$ cat src/rtl/mmio_timer_if.sv
// mmio_timer_if: data-memory bus between the core (master) and a memory-mapped
// peripheral (slave). All signals are sampled on the peripheral's clock.
//   addr  : byte address, master -> slave
//   re    : read strobe, master -> slave
//   wr    : write strobe, master -> slave
//   wdata : write data, master -> slave
//   rdata : read data, slave -> master (combinational in the slave)
interface mmio_timer_if #(
    parameter int unsigned BusWidth = 32
);
    logic [BusWidth-1:0] addr;
    logic                re;
    logic                wr;
    logic [BusWidth-1:0] wdata;
    logic [BusWidth-1:0] rdata;

    modport master (
        output addr,
        output re,
        output wr,
        output wdata,
        input  rdata
    );

    modport slave (
        input  addr,
        input  re,
        input  wr,
        input  wdata,
        output rdata
    );
endinterface

$ cat src/rtl/mmio_timer.sv
// mmio_timer: memory-mapped 32-bit timer/compare peripheral on the core's
// data-memory bus. A 16-bit prescaler divides the clock into ticks; each tick
// advances COUNT, and COUNT == COMPARE on a tick sets the sticky MATCH flag
// (optionally reloading COUNT to 0).
//
// Ports:
//   clk_i   : clock, all state changes on the rising edge
//   reset_i : synchronous active-high reset
//   bus_io  : slave end of the data-memory bus (addr, re, wr, wdata, rdata)
//   irq_o   : level interrupt, MATCH & IRQ_EN
//
// Register map (word index addr[4:2] inside a 32-byte window at BaseAddr):
//   0 CTRL {IRQ_EN, AUTO_RELOAD, EN}, 1 PRESCALE[15:0], 2 COUNT, 3 COMPARE,
//   4 STATUS {MATCH} write-1-to-clear, 5-7 read 0.
//
// Build option: define MMIO_TIMER_IRQ_EN to implement CTRL.IRQ_EN and drive
// irq_o. Without it CTRL bit2 reads 0 and irq_o is tied 0.
module mmio_timer #(
    parameter int unsigned BusWidth = 32,
    parameter logic [31:0] BaseAddr = 32'h0000_1000
) (
    input  logic         clk_i,
    input  logic         reset_i,
    mmio_timer_if.slave  bus_io,
    output logic         irq_o
);
    localparam logic [2:0] IdxCtrl     = 3'd0;
    localparam logic [2:0] IdxPrescale = 3'd1;
    localparam logic [2:0] IdxCount    = 3'd2;
    localparam logic [2:0] IdxCompare  = 3'd3;
    localparam logic [2:0] IdxStatus   = 3'd4;

    logic                hit;
    logic [2:0]          idx;
    logic                wr_hit;
    logic                tick;
    logic                cmp_eq;

    logic                en_q, auto_q;
    logic [15:0]         prescale_q, pc_q, pc_d;
    logic [BusWidth-1:0] count_q, count_d;
    logic [BusWidth-1:0] compare_q;
    logic                match_q, match_d;
    logic                irq_en_q;

    // Byte-lane bits are not decoded.
    logic unused_addr_bits;
    assign unused_addr_bits = ^bus_io.addr[1:0];

    assign hit    = (bus_io.addr[31:5] == BaseAddr[31:5]);
    assign idx    = bus_io.addr[4:2];
    assign wr_hit = bus_io.wr && hit;
    assign tick   = en_q && (pc_q == prescale_q);
    assign cmp_eq = (count_q == compare_q);

    always_comb begin
        pc_d    = pc_q;
        count_d = count_q;
        match_d = match_q;

        if (en_q) begin
            pc_d = tick ? 16'd0 : pc_q + 16'd1;
        end
        if (tick) begin
            count_d = (cmp_eq && auto_q) ? '0 : count_q + 1'b1;
        end

        if (wr_hit) begin
            unique case (idx)
                IdxPrescale: pc_d = 16'd0;
                IdxCount: begin
                    count_d = bus_io.wdata;
                    pc_d    = 16'd0;
                end
                IdxStatus: if (bus_io.wdata[0]) match_d = 1'b0;
                default: ;
            endcase
        end

        // A match on this edge beats a same-edge clear.
        if (tick && cmp_eq) begin
            match_d = 1'b1;
        end
    end

    always_ff @(posedge clk_i) begin
        if (reset_i) begin
            en_q       <= 1'b0;
            auto_q     <= 1'b0;
            prescale_q <= 16'd0;
            pc_q       <= 16'd0;
            count_q    <= '0;
            compare_q  <= '0;
            match_q    <= 1'b0;
        end else begin
            pc_q    <= pc_d;
            count_q <= count_d;
            match_q <= match_d;
            if (wr_hit && idx == IdxCtrl) begin
                en_q   <= bus_io.wdata[0];
                auto_q <= bus_io.wdata[1];
            end
            if (wr_hit && idx == IdxPrescale) begin
                prescale_q <= bus_io.wdata[15:0];
            end
            if (wr_hit && idx == IdxCompare) begin
                compare_q <= bus_io.wdata;
            end
        end
    end

`ifdef MMIO_TIMER_IRQ_EN
    always_ff @(posedge clk_i) begin
        if (reset_i) begin
            irq_en_q <= 1'b0;
        end else if (wr_hit && idx == IdxCtrl) begin
            irq_en_q <= bus_io.wdata[2];
        end
    end
    // Both operands are flops, so the line cannot glitch on bus activity.
    assign irq_o = match_q & irq_en_q;
`else
    assign irq_en_q = 1'b0;
    assign irq_o    = 1'b0;
`endif

    always_comb begin
        bus_io.rdata = '0;
        if (bus_io.re && hit) begin
            case (idx)
                IdxCtrl:     bus_io.rdata = {{(BusWidth-3){1'b0}}, irq_en_q, auto_q, en_q};
                IdxPrescale: bus_io.rdata = {{(BusWidth-16){1'b0}}, prescale_q};
                IdxCount:    bus_io.rdata = count_q;
                IdxCompare:  bus_io.rdata = compare_q;
                IdxStatus:   bus_io.rdata = {{(BusWidth-1){1'b0}}, match_q};
                default:     bus_io.rdata = '0;
            endcase
        end
    end
endmodule

$ cat src/flat_wrapper.sv
// flat-port wrapper written by rule: the top's interface ports become plain ports
module mmio_timer_flat 
#(
    parameter int unsigned BusWidth = 32,
    parameter logic [31:0] BaseAddr = 32'h0000_1000
)
  (clk_i, reset_i, irq_o, bus_io_addr, bus_io_re, bus_io_wr, bus_io_wdata, bus_io_rdata);
  mmio_timer_if #(.BusWidth(BusWidth)) bus_io_i ();
  input  logic clk_i;
  input  logic reset_i;
  output logic irq_o;
  input wire logic [$bits(bus_io_i.addr)-1:0] bus_io_addr;
  input wire logic [$bits(bus_io_i.re)-1:0] bus_io_re;
  input wire logic [$bits(bus_io_i.wr)-1:0] bus_io_wr;
  input wire logic [$bits(bus_io_i.wdata)-1:0] bus_io_wdata;
  output wire logic [$bits(bus_io_i.rdata)-1:0] bus_io_rdata;
  assign bus_io_i.addr = bus_io_addr;
  assign bus_io_i.re = bus_io_re;
  assign bus_io_i.wr = bus_io_wr;
  assign bus_io_i.wdata = bus_io_wdata;
  assign bus_io_rdata = bus_io_i.rdata;
  mmio_timer #(.BusWidth(BusWidth), .BaseAddr(BaseAddr)) u_core (.clk_i(clk_i), .reset_i(reset_i), .bus_io(bus_io_i), .irq_o(irq_o));
endmodule
$ cat config.mk
export PLATFORM = sky130hd
export DESIGN_NAME = mmio_timer_flat
export DESIGN_NICKNAME = d
export VERILOG_FILES = /design/src/rtl/mmio_timer_if.sv /design/src/rtl/mmio_timer.sv /design/src/flat_wrapper.sv
export SDC_FILE = /design/constraint.sdc
export NUM_CORES = 1
export LEC_CHECK = 0
export BUFFER_PORTS_ARGS = -buffer_cell sky130_fd_sc_hd__buf_2
export CORE_MARGIN = 2
export CORE_UTILIZATION = 23
export CTS_BUF_LIST = sky130_fd_sc_hd__clkbuf_8
export DETAILED_ROUTE_END_ITERATION = 7
export PLACE_DENSITY = 0.52
export SLEW_MARGIN = 20
export SYNTH_ARGS = -nofsm -noshare
export SYNTH_HDL_FRONTEND = slang
export SYNTH_SLANG_ARGS = --single-unit
export TNS_END_PERCENT = 5
$ cat constraint.sdc
create_clock -name clk_i -period 1.95 [get_ports clk_i]
set_input_delay 0.0975 -clock clk_i [delete_from_list [all_inputs] [get_ports clk_i]]
set_output_delay 0.0975 -clock clk_i [all_outputs]
set_load 0.05 [all_outputs]
==> results of run 1 <==
## cell type report
| type | instances | area (um2) | area share [%] |
|---|---|---|---|
| Clock buffer | 10 | 138 | 1.56 |
| Clock inverter | 6 | 57.6 | 0.653 |
| Inverter | 11 | 41.3 | 0.468 |
| Multi-Input combinational cell | 538 | 3950 | 44.8 |
| Sequential cell | 99 | 2000 | 22.7 |
| Tap cell | 330 | 413 | 4.68 |
| Timing Repair Buffer | 298 | 2210 | 25.1 |
## routing by layer
layer | share of wire [%] | GRT usage, %
met4 | 1.8 | 5.15
met1 | 47 | 21.6
met3 | 3.4 | 1.81
met5 | 0 | 0
met2 | 48 | 27.6
## Yosys cell counts (2+ instances only)
cell type  instances  area share, %
a21oi_1            7           0.60
a22oi_1           36            4.7
a31oi_1            9           0.97
a41oi_1            7            1.1
and2_1             7           0.76
and3_1             9           0.97
and4_1             3           0.45
buf_2              5           0.43
buf_4              2           0.26
clkbuf_1          41            2.7
dfxtp_1           99             34
ha_1               2           0.43
inv_1             11           0.71
mux2_2            14            2.7
mux2i_1           53            9.2
nand2_1           40            2.6
nand2b_1           3           0.32
nand3_1           21            1.8
nand3b_1           2           0.26
nand4_1           29            3.1
nor2_1           118            7.6
nor2b_1            2           0.22
nor3_1            10           0.86
nor3b_1            2           0.26
nor4_1            15            1.6
nor4_2             4           0.86
o21ai_0           27            2.3
o21ai_1            9           0.78
o31ai_1            2           0.26
o41a_1             2           0.39
or2_2              2           0.22
or3_1              2           0.22
or4_1              4           0.52
xnor2_1           69             10
xor2_1            11            1.7
## where the power goes
group | total (uW) | switching (uW) | internal, uW
combinational | 326 | 179 | 147
clock | 1380 | 760 | 617
sequential | 2020 | 0.000137 | 2020
total | 3720 | 939 | 2780
## sequential cells by signal, indices dropped and copies added (netlist names)
signal	count
u_core.auto_q	1
u_core.compare_q	32
u_core.count_q	32
u_core.en_q	1
u_core.match_q	1
u_core.pc_q	16
u_core.prescale_q	16
## tightest hold or removal path: stages
cell and delay (ps):
buf_2 130, mux2i_1 80, nor2_1 70
## placed cells by master (no fill, tap or decap), drive strengths merged, types with 4 or more instances in the layout
| master | n |
|---|---|
| a21oi | 7 |
| a22oi | 36 |
| a31oi | 9 |
| a41oi | 7 |
| and2 | 7 |
| and3 | 9 |
| buf | 257 |
| clkbuf | 23 |
| dfxtp | 99 |
| dlygate4sd3 | 28 |
| inv | 13 |
| mux2 | 14 |
| mux2i | 53 |
| nand2 | 40 |
| nand3 | 21 |
| nand4 | 30 |
| nor2 | 118 |
| nor3 | 10 |
| nor4 | 19 |
| o21ai | 37 |
| or4 | 4 |
| xnor2 | 69 |
| xor2 | 11 |
## kinds of logic (layout without fill, tap and decap cells)
family,count (synthesis),count (layout),share of synthesized area (%)
DFF,99,99,34.2
xor gates and xnor gates,80,80,12.1
and+or+nand+nor,281,281,24.3
other,1,1,0.0647
AOI/OAI and AO/OA,106,106,12.1
adders and majority gates,2,2,0.432
muxes,68,68,12.3
buffers and inverters,62,325,4.60
## timing repair
action	4_1_cts	5_1_grt
gates resized for setup	47	76
setup endpoints to repair	66	76
pin swaps	10	17
endpoints found under the hold margin	51	0
buffers inserted	4	1
hold buffers	28	0
cloned	0	1
## metrics by stage
step | setup TNS [ps] | area, um2
after floorplan | -1950 | 5840
after global placement | -12140 | 7820
after detailed placement | -14410 | 7820
after CTS | -3580 | 8510
after global routing | -8650 | 8810
final | -3760 | 8810
## how the worst max path moves through the flow
stage	start	endpoint	slack (ps)	cells past startpoint
floorplan	bus_io_addr[14]	u_core.prescale_q[10]	-90	8
global placement	u_core.prescale_q[3]	u_core.count_q[21]	-250	7
detailed placement	bus_io_addr[22]	u_core.prescale_q[9]	-290	7
CTS	u_core.pc_q[3]	u_core.count_q[29]	-180	7
global route	u_core.prescale_q[3]	u_core.count_q[13]	-290	7
finish	u_core.prescale_q[3]	u_core.count_q[11]	-190	7
==> reports/metrics.cfg, run 1 <==
[status]
status = finished with violations
violations = negative setup slack

[power]
power.ir.vdd_worst_mv = 0.245
design_power_total_uw = 3720
static-leakage-power_uw = 0.00342
power_per_cell_area_mw_per_mm2 = 422

[placement]
post-place-ws_ps = -288
io_buffer_count = 97
placed_cells_incl_taps = 1242
dp_hpwl_um = 16200
globalplace.congestion = 0.877

[route]
drcViolationCount = 0
drt_first_iter_violations = 316
postRouteWirelength_um = 21500
final_antenna_net_count = 0
route.detailed.wl_per_inst_um = 16.7
drt_pre_antenna_iters = 5
drt-vias-per-instance = 4.70
detailroute.via_count = 6078

[cells_and_area]
diodes = 0
layout.core_utilization_pct = 35.3
area.growth.synth_to_final_pct = 52.2
final_cell_count_no_fill = 1292
num-nets-final = 1027
fillCellCount = 2630
layout-drive-gt1-share_pct = 38.3

[synthesis]
post_synth_inst_count = 699
synth_nets = 769
async_flop_share_pct = 0
yosysWarningCount = 0
synth_flop_cell = dfxtp_1
synth.cell_area_mm2 = 0.00579
synth-seq-cells = 99
synth_enable_flop_cells = 0
syn_avg_cell_area_um2 = 8.29
synth.lib_cells_used.distinct = 55
ys_seq_area_share_pct = 34.2

[worst_setup_path]
worstReg2RegEnd = u_core.count_q[11]
worst-setup-path-type = flip-flop to flip-flop
cp-end-kind = flip-flop
cp_top_family = simple AND/OR/NAND/NOR gates
crit_path_top_delay_cell = or4_4
worstReg2RegStart = u_core.prescale_q[3]
worst_path_arrival_time_ps = 2430
timing.critical_path.fanout_max = 8
regToRegSetupSlack_ps = -190
timing.critical_path.required_ps = 2240
critical_path.n_buffers_inverters = 1
worstPathCellList = xnor2_4 > nand4_1 > or2_1 > or4_4 > o21ai_4 > buf_6 > o21ai_1
worstRegToRegCells = 7
timing.critical_path.from_type = flip-flop
critPathMaxStageDelay_ps = 560

[clock_network]
worst_skew_pair.late_latency_ps = 390
clock_sinks = 99
clock_path_buffers = 2
cts.htree.levels = 3
cts.reportedPaths.clkPinSlew_ps = 100
cell_chosen_for_the_clock_root = clkbuf_8
cts_made_buffers = 9
cts_tree = built

[die]
floorplan.die.width_um = 163
die_area_mm2 = 0.0265
initial_utilization_pct = 23.2
floorplan.die.height_um = 163
ios = 101
rows = 58
core-area_mm2 = 0.0250

[sta]
timing.final.ws_setup_ps = -187
finalMaxSlewViolations = 0
hold_viol = 0
max_slew.worst_pin.slew_ps = 589
slew_headroom_pct = 60.6
fin_worst_hold_slack_ps = 22.5
final_min_period_over_clock_period_pct = 110
maxClockFrequency_ghz = 0.468
finClkSkew_ps = 10.6
setup_violations = 30
rsz0062_at_grt = yes
final_period_demand_of_the_worst_path_ps = 2140

[global_routing]
gr-total-overflow = 0
first_global_vias = 5871
groute.usage.overall_pct = 16.3
grt_antenna_before_repair = 0
grt_pass1_wl_um = 32900
grt_start_max_net_pins = 29

[hold_path]
min-delay-start = bus_io_wdata[7]
worstHoldPathCells = 3
whs_endpoint = u_core.compare_q[7]
worst_hold_path_type = primary input to flip-flop

[job]
maxCapViolCount = 0

No activity file was read; power rests on OpenSTA's default activity.
==> run 2, diff against run 1 <==
--- a/config.mk
+++ b/config.mk
@@ -10,7 +10,6 @@
 export CORE_UTILIZATION = 23
 export CTS_BUF_LIST = sky130_fd_sc_hd__clkbuf_8
 export DETAILED_ROUTE_END_ITERATION = 7
-export PLACE_DENSITY = 0.52
 export SLEW_MARGIN = 20
 export SYNTH_ARGS = -nofsm -noshare
 export SYNTH_HDL_FRONTEND = slang
==> run 2 against run 1 <==
Compared with the run above: the flow still finishes with violations (negative setup slack); critical endpoint is now u_core.count_q[30]; clock power up 20%; combinational power down 2%; total power is 7.4% higher; clock skew fell by 3.0 ps; sequential cell count is the same.
==> reports/metrics.cfg, run 2 (synthesis gave the netlist of run 1 again) <==
[status]
status = finished with violations
violations = negative setup slack

[clock_network]
clock_sinks = 99
clock_path_buffers = 2
cts.reportedPaths.clkPinSlew_ps = 100
worst_skew_pair.late_latency_ps = 390
cts_made_buffers = 9
cts.htree.levels = 3
cell_chosen_for_the_clock_root = clkbuf_8
cts_tree = built

[route]
final_antenna_net_count = 0
top_layer_used = met4
m1WireLength_um = 9980
detailroute.wirelength.met2_um = 10300
routed-wl-met3_um = 1110
detailroute.via_count = 6223
drt_pre_antenna_iters = 6
drcViolationCount = 0
drt-vias-per-instance = 4.76
route.detailed.wl_per_inst_um = 16.8
postRouteWirelength_um = 21900
drt_first_iter_violations = 435

[sta]
rsz0062_at_grt = yes
fin_tns_setup_ps = -2740
finalMaxSlewViolations = 0
timing.final.ws_setup_ps = -170
final_period_demand_of_the_worst_path_ps = 2120
finClkSkew_ps = 7.59
maxClockFrequency_ghz = 0.472
setup_violations = 40
final_min_period_over_clock_period_pct = 109
hold_viol = 0

[worst_setup_path]
timing.critical_path.fanout_max = 4
timing.critical_path.from_type = flip-flop
worst-setup-path-type = flip-flop to flip-flop
setup.worst_path.start = u_core.prescale_q[8]
worstPathCellList = xnor2_1 > nand4_1 > buf_4 > or4_4 > buf_6 > nor4_4 > xnor2_1 > o21ai_1
cp-end-kind = flip-flop
critPathMaxStageDelay_ps = 600
timing.critical_path.required_ps = 2230
worst_path_arrival_time_ps = 2400
crit_path_top_delay_cell = or4_4
worst_path_most_repeated_cell = xnor2_1
cp_top_family = simple AND/OR/NAND/NOR gates
critical_path.n_buffers_inverters = 2
worstReg2RegStart = u_core.prescale_q[8]

[placement]
io_buffer_count = 97
placed_cells_incl_taps = 1254
post_dp_cell_area_mm2 = 0.00792
dp_hpwl_um = 16200
globalplace.congestion = 0.927

[die]
floorplan.die.height_um = 163
initial_utilization_pct = 23.2
ios = 101
floorplan.die.width_um = 163
rows = 58
core-area_mm2 = 0.0250
die_area_mm2 = 0.0265

[global_routing]
grt_start_max_net_pins = 34
grt_antenna_before_repair = 0
grt_pass1_wl_um = 33300
gr-total-overflow = 0
groute.usage.overall_pct = 16.2
first_global_vias = 6133

[power]
power.ir.vdd_worst_mv = 0.368
static-leakage-power_uw = 0.00352
power_per_cell_area_mw_per_mm2 = 448

[hold_path]
min-delay-start = bus_io_wdata[9]
worst_hold_path_type = primary input to flip-flop

[job]
maxCapViolCount = 0

[cells_and_area]
final_cell_count_no_fill = 1308
layout.cells.most_common = buf_4
num-nets-final = 1043
fillCellCount = 2617
diodes = 0
largestRegisters = u_core.compare_q: 32 flops, u_core.count_q: 32 flops
layout-drive-gt1-share_pct = 39.3
area.growth.synth_to_final_pct = 54.1
commonest_non_fill_non_tap_cells_in_the_layout = buf_4, nor2_1, buf_2, dfxtp_1, xnor2_1
postLayoutCellArea_mm2 = 0.00892

-- run 2: timing repair --
| action | 4_1_cts | 5_1_grt |
|---|---|---|
| endpoints found under the hold margin | 50 | 1 |
| endpoints found under the setup margin | 48 | 79 |
| pin swaps | 26 | 30 |
| gates cloned | 2 | 0 |
| resized for setup | 48 | 43 |
| hold buffers | 26 | 1 |
| setup buffers | 6 | 7 |
-- run 2: worst min-delay path: stages --
cell,delay (ps)
buf_2,130
nand2_1,60
o311ai_0,70
-- run 2: layout make-up --
type                    count  area (um2)  area share [%]
flip-flops and latches     99        2000            22.4
repair buffers            314        2290            25.6
clock inverters             6         105            1.18
clock buffers              10         138            1.54
inverters                  11        41.3           0.463
well taps                 330         413            4.63
multi-input cells         538        3940            44.1
-- run 2: final timing paths --
kind / cells past startpoint / to / slack, ps
setup / recovery: 8 / u_core.count_q[30] / -170
setup reg to reg: 8 / u_core.count_q[30] / -170
hold reg to reg: 2 / u_core.match_q / 500
hold / removal: 3 / u_core.count_q[9] / 10
-- run 2: per-layer routing --
metal  GRT usage, %  vias to the layer above
met3           2.06                       26
met1           21.2                     3000
li1               -                     3017
met2           27.2                      180
met5              0                        -
met4           6.07                        0
-- run 2: metrics by stage --
step                hold WS [ps]  util [%]  power, uW  worst slack, ps
floorplan                    206         -       2160            -91.2
global placement             317      31.7       2330             -268
detailed placement           319      31.7       2330             -264
CTS                        0.550      34.8       4020             -191
global route                16.9      35.8       4110             -287
finish                      9.73      35.8       4000             -170
-- run 2: where the power goes --
group	switching [uW]	total, uW	internal [uW]
Clock	778	1660	879
Sequential	0.000145	2020	2020
Combinational	176	321	144
Total	955	4000	3040
==> run 3, diff against run 2 <==
==> constraint.sdc (replaced) <==
create_clock -name clk_i -period 2.55 [get_ports clk_i]
set_input_delay 0.1275 -clock clk_i [delete_from_list [all_inputs] [get_ports clk_i]]
set_output_delay 0.1275 -clock clk_i [all_outputs]
set_load 0.05 [all_outputs]
==> run 3 against run 2 <==
Compared with the run above: the flow now finishes without violations; critical endpoint is now u_core.count_q[19]; design area shrank 19%; total power shrank 31%; routed wire length fell by 13%; largest power group unchanged.
==> reports/metrics.cfg, run 3 (synthesis gave the netlist of run 1 again) <==
[status]
status = finished clean

[cells_and_area]
layout.cells.most_common = nor2_1
area.growth.synth_to_final_pct = 24.3
final_cell_count_no_fill = 1153
commonest_non_fill_non_tap_cells_in_the_layout = nor2_1, dfxtp_1, buf_2, xnor2_1, mux2i_1
layout-drive-gt1-share_pct = 22.1
num-nets-final = 888
largestRegisters = u_core.compare_q: 32 flops, u_core.count_q: 32 flops
diodes = 0
fillCellCount = 2750

[hold_path]
worstHoldPathCells = 3
worst_hold_path_type = primary input to flip-flop

[die]
initial_utilization_pct = 23.2
core-area_mm2 = 0.0250
ios = 101
floorplan.die.width_um = 163
rows = 58
die_area_mm2 = 0.0265
floorplan.die.height_um = 163

[worst_setup_path]
worst-setup-path-type = flip-flop to flip-flop
crit_path_top_delay_cell = or4_1
timing.critical_path.fanout_max = 9
timing.critical_path.required_ps = 2810
critical_path.n_buffers_inverters = 1
worstPathCellList = xnor2_1 > nand4_1 > or2_1 > or4_1 > o21ai_2 > buf_4 > o21ai_0
cp_top_family = simple AND/OR/NAND/NOR gates
cp-end-kind = flip-flop
worst_path_arrival_time_ps = 2610
timing.critical_path.from_type = flip-flop
critPathMaxStageDelay_ps = 610
worstRegToRegCells = 7
timing.critical_path.depth = 7

[sta]
maxClockFrequency_ghz = 0.427
final_period_demand_of_the_worst_path_ps = 2340
fin_worst_hold_slack_ps = 7.11
slew_headroom_pct = 52.8
final_min_period_over_clock_period_pct = 91.9
setup_violations = 0
hold_viol = 0
rsz0062_at_grt = no
max_slew.worst_pin.slew_ps = 705
finClkSkew_ps = 19.0
finalMaxSlewViolations = 0
fin_tns_setup_ps = 0

[route]
drt_first_iter_violations = 371
detailroute.via_count = 5564
drt-vias-per-instance = 4.83
route.detailed.wl_per_inst_um = 16.6
final_antenna_net_count = 0
drcViolationCount = 0
postRouteWirelength_um = 19100
drt_pre_antenna_iters = 5

[placement]
dp_hpwl_um = 14200
placed_cells_incl_taps = 1115
io_buffer_count = 97
globalplace.congestion = 0.875

[global_routing]
met1_usage_pct = 19.7
grt_pass1_wl_um = 30100
first_global_vias = 5440
grt-busiest-layer = met2
grt_start_max_net_pins = 39
grt_antenna_before_repair = 0
groute.usage.overall_pct = 14.6
gr-usage-met2_pct = 23.4
gr-usage-met3_pct = 2.88
gr-total-overflow = 0

[clock_network]
worst_skew_pair.late_latency_ps = 400
cell_chosen_for_the_clock_root = clkbuf_8
cts_tree = built
clock_path_buffers = 2
cts_made_buffers = 9
clock_sinks = 99
cts.htree.levels = 3
cts.reportedPaths.clkPinSlew_ps = 100

[power]
power_report.internal_total_uw = 2040
p_switching_uw = 717
power.clock.fraction_pct = 36.7
power_per_cell_area_mw_per_mm2 = 383
design_power_total_uw = 2760
switching_share_pct = 26.0
part_of_the_total_power_dissipated_in_combinational_logic_pct = 7.3
static-leakage-power_uw = 0.00260
power.ir.vdd_worst_mv = 0.205
seqPwrFrac_pct = 56.0

[job]
maxCapViolCount = 0

-- run 3: cell types whose count changed in the layout (fill, tap and decap cells not counted), moves of 9 or more --
cell	previous run	this run
o21ai_0	15	27
xnor2_1	58	69
xnor2_2	11	0
o21ai_1	18	9
buf_4	175	39
dfxtp_1	84	99
buf_6	11	0
dfxtp_2	15	0
nor4_1	4	15
nor4_4	12	0
-- run 3: area by class of cell --
class	count	area, um2	area share (%)
Multi-Input combinational cell	538	3550	49.4
Clock buffer	11	151	2.10
Tap cell	330	413	5.74
Clock inverter	5	37.5	0.521
Sequential cell	99	1980	27.5
Timing Repair Buffer	159	1020	14.1
Inverter	11	41.3	0.574
-- run 3: stage by stage --
stage	utilization (%)	setup WS [ps]	area [um2]
finish	28.8	206	7200
floorplan	-	421	5790
global route	28.8	34.4	7200
global placement	27.2	262	6780
CTS	28.8	193	7180
detailed placement	27.2	205	6780
-- run 3: metal layers --
metal / vias to the layer above / routed length, um / share of wire (%)
li1: 2707 / - / -
met1: 2657 / 8950 / 47
met2: 174 / 8670 / 45
met3: 26 / 1040 / 5.4
met4: 0 / 434 / 2.3
met5: - / 0 / 0
-- run 3: worst register-to-register path: cells and delay by family, from the launching register on --
family	cells	cell delay, ps
flip-flops	1	440
XOR/XNOR	1	170
buffers and inverters	1	200
AO/OA/AOI/OAI	2	300
AND/OR/NAND/NOR	3	1110
-- run 3: worst paths after layout --
path	startpoint	endpoint	slack, ps
max	u_core.prescale_q[11]	u_core.count_q[19]	210
min reg2reg	u_core.match_q	u_core.match_q	480
min	bus_io_wdata[24]	u_core.count_q[24]	7
max reg2reg	u_core.prescale_q[11]	u_core.count_q[19]	210
-- run 3: timing repair --
action | CTS | global route
hold endpoints to repair | 37 | 1
hold buffers | 21 | 1
resized for setup | 0 | 1
setup endpoints to repair | 0 | 5
buffers inserted | 0 | 0
-- run 3: power groups by stage --
stage / combinational [uW] / sequential [uW] / clock [uW]
floorplan: 71.1 / 1580 / 0
global placement: 174 / 1580 / 0
detailed placement: 175 / 1580 / 0
CTS: 201 / 1550 / 1050
global route: 218 / 1550 / 1100
finish: 202 / 1540 / 1010
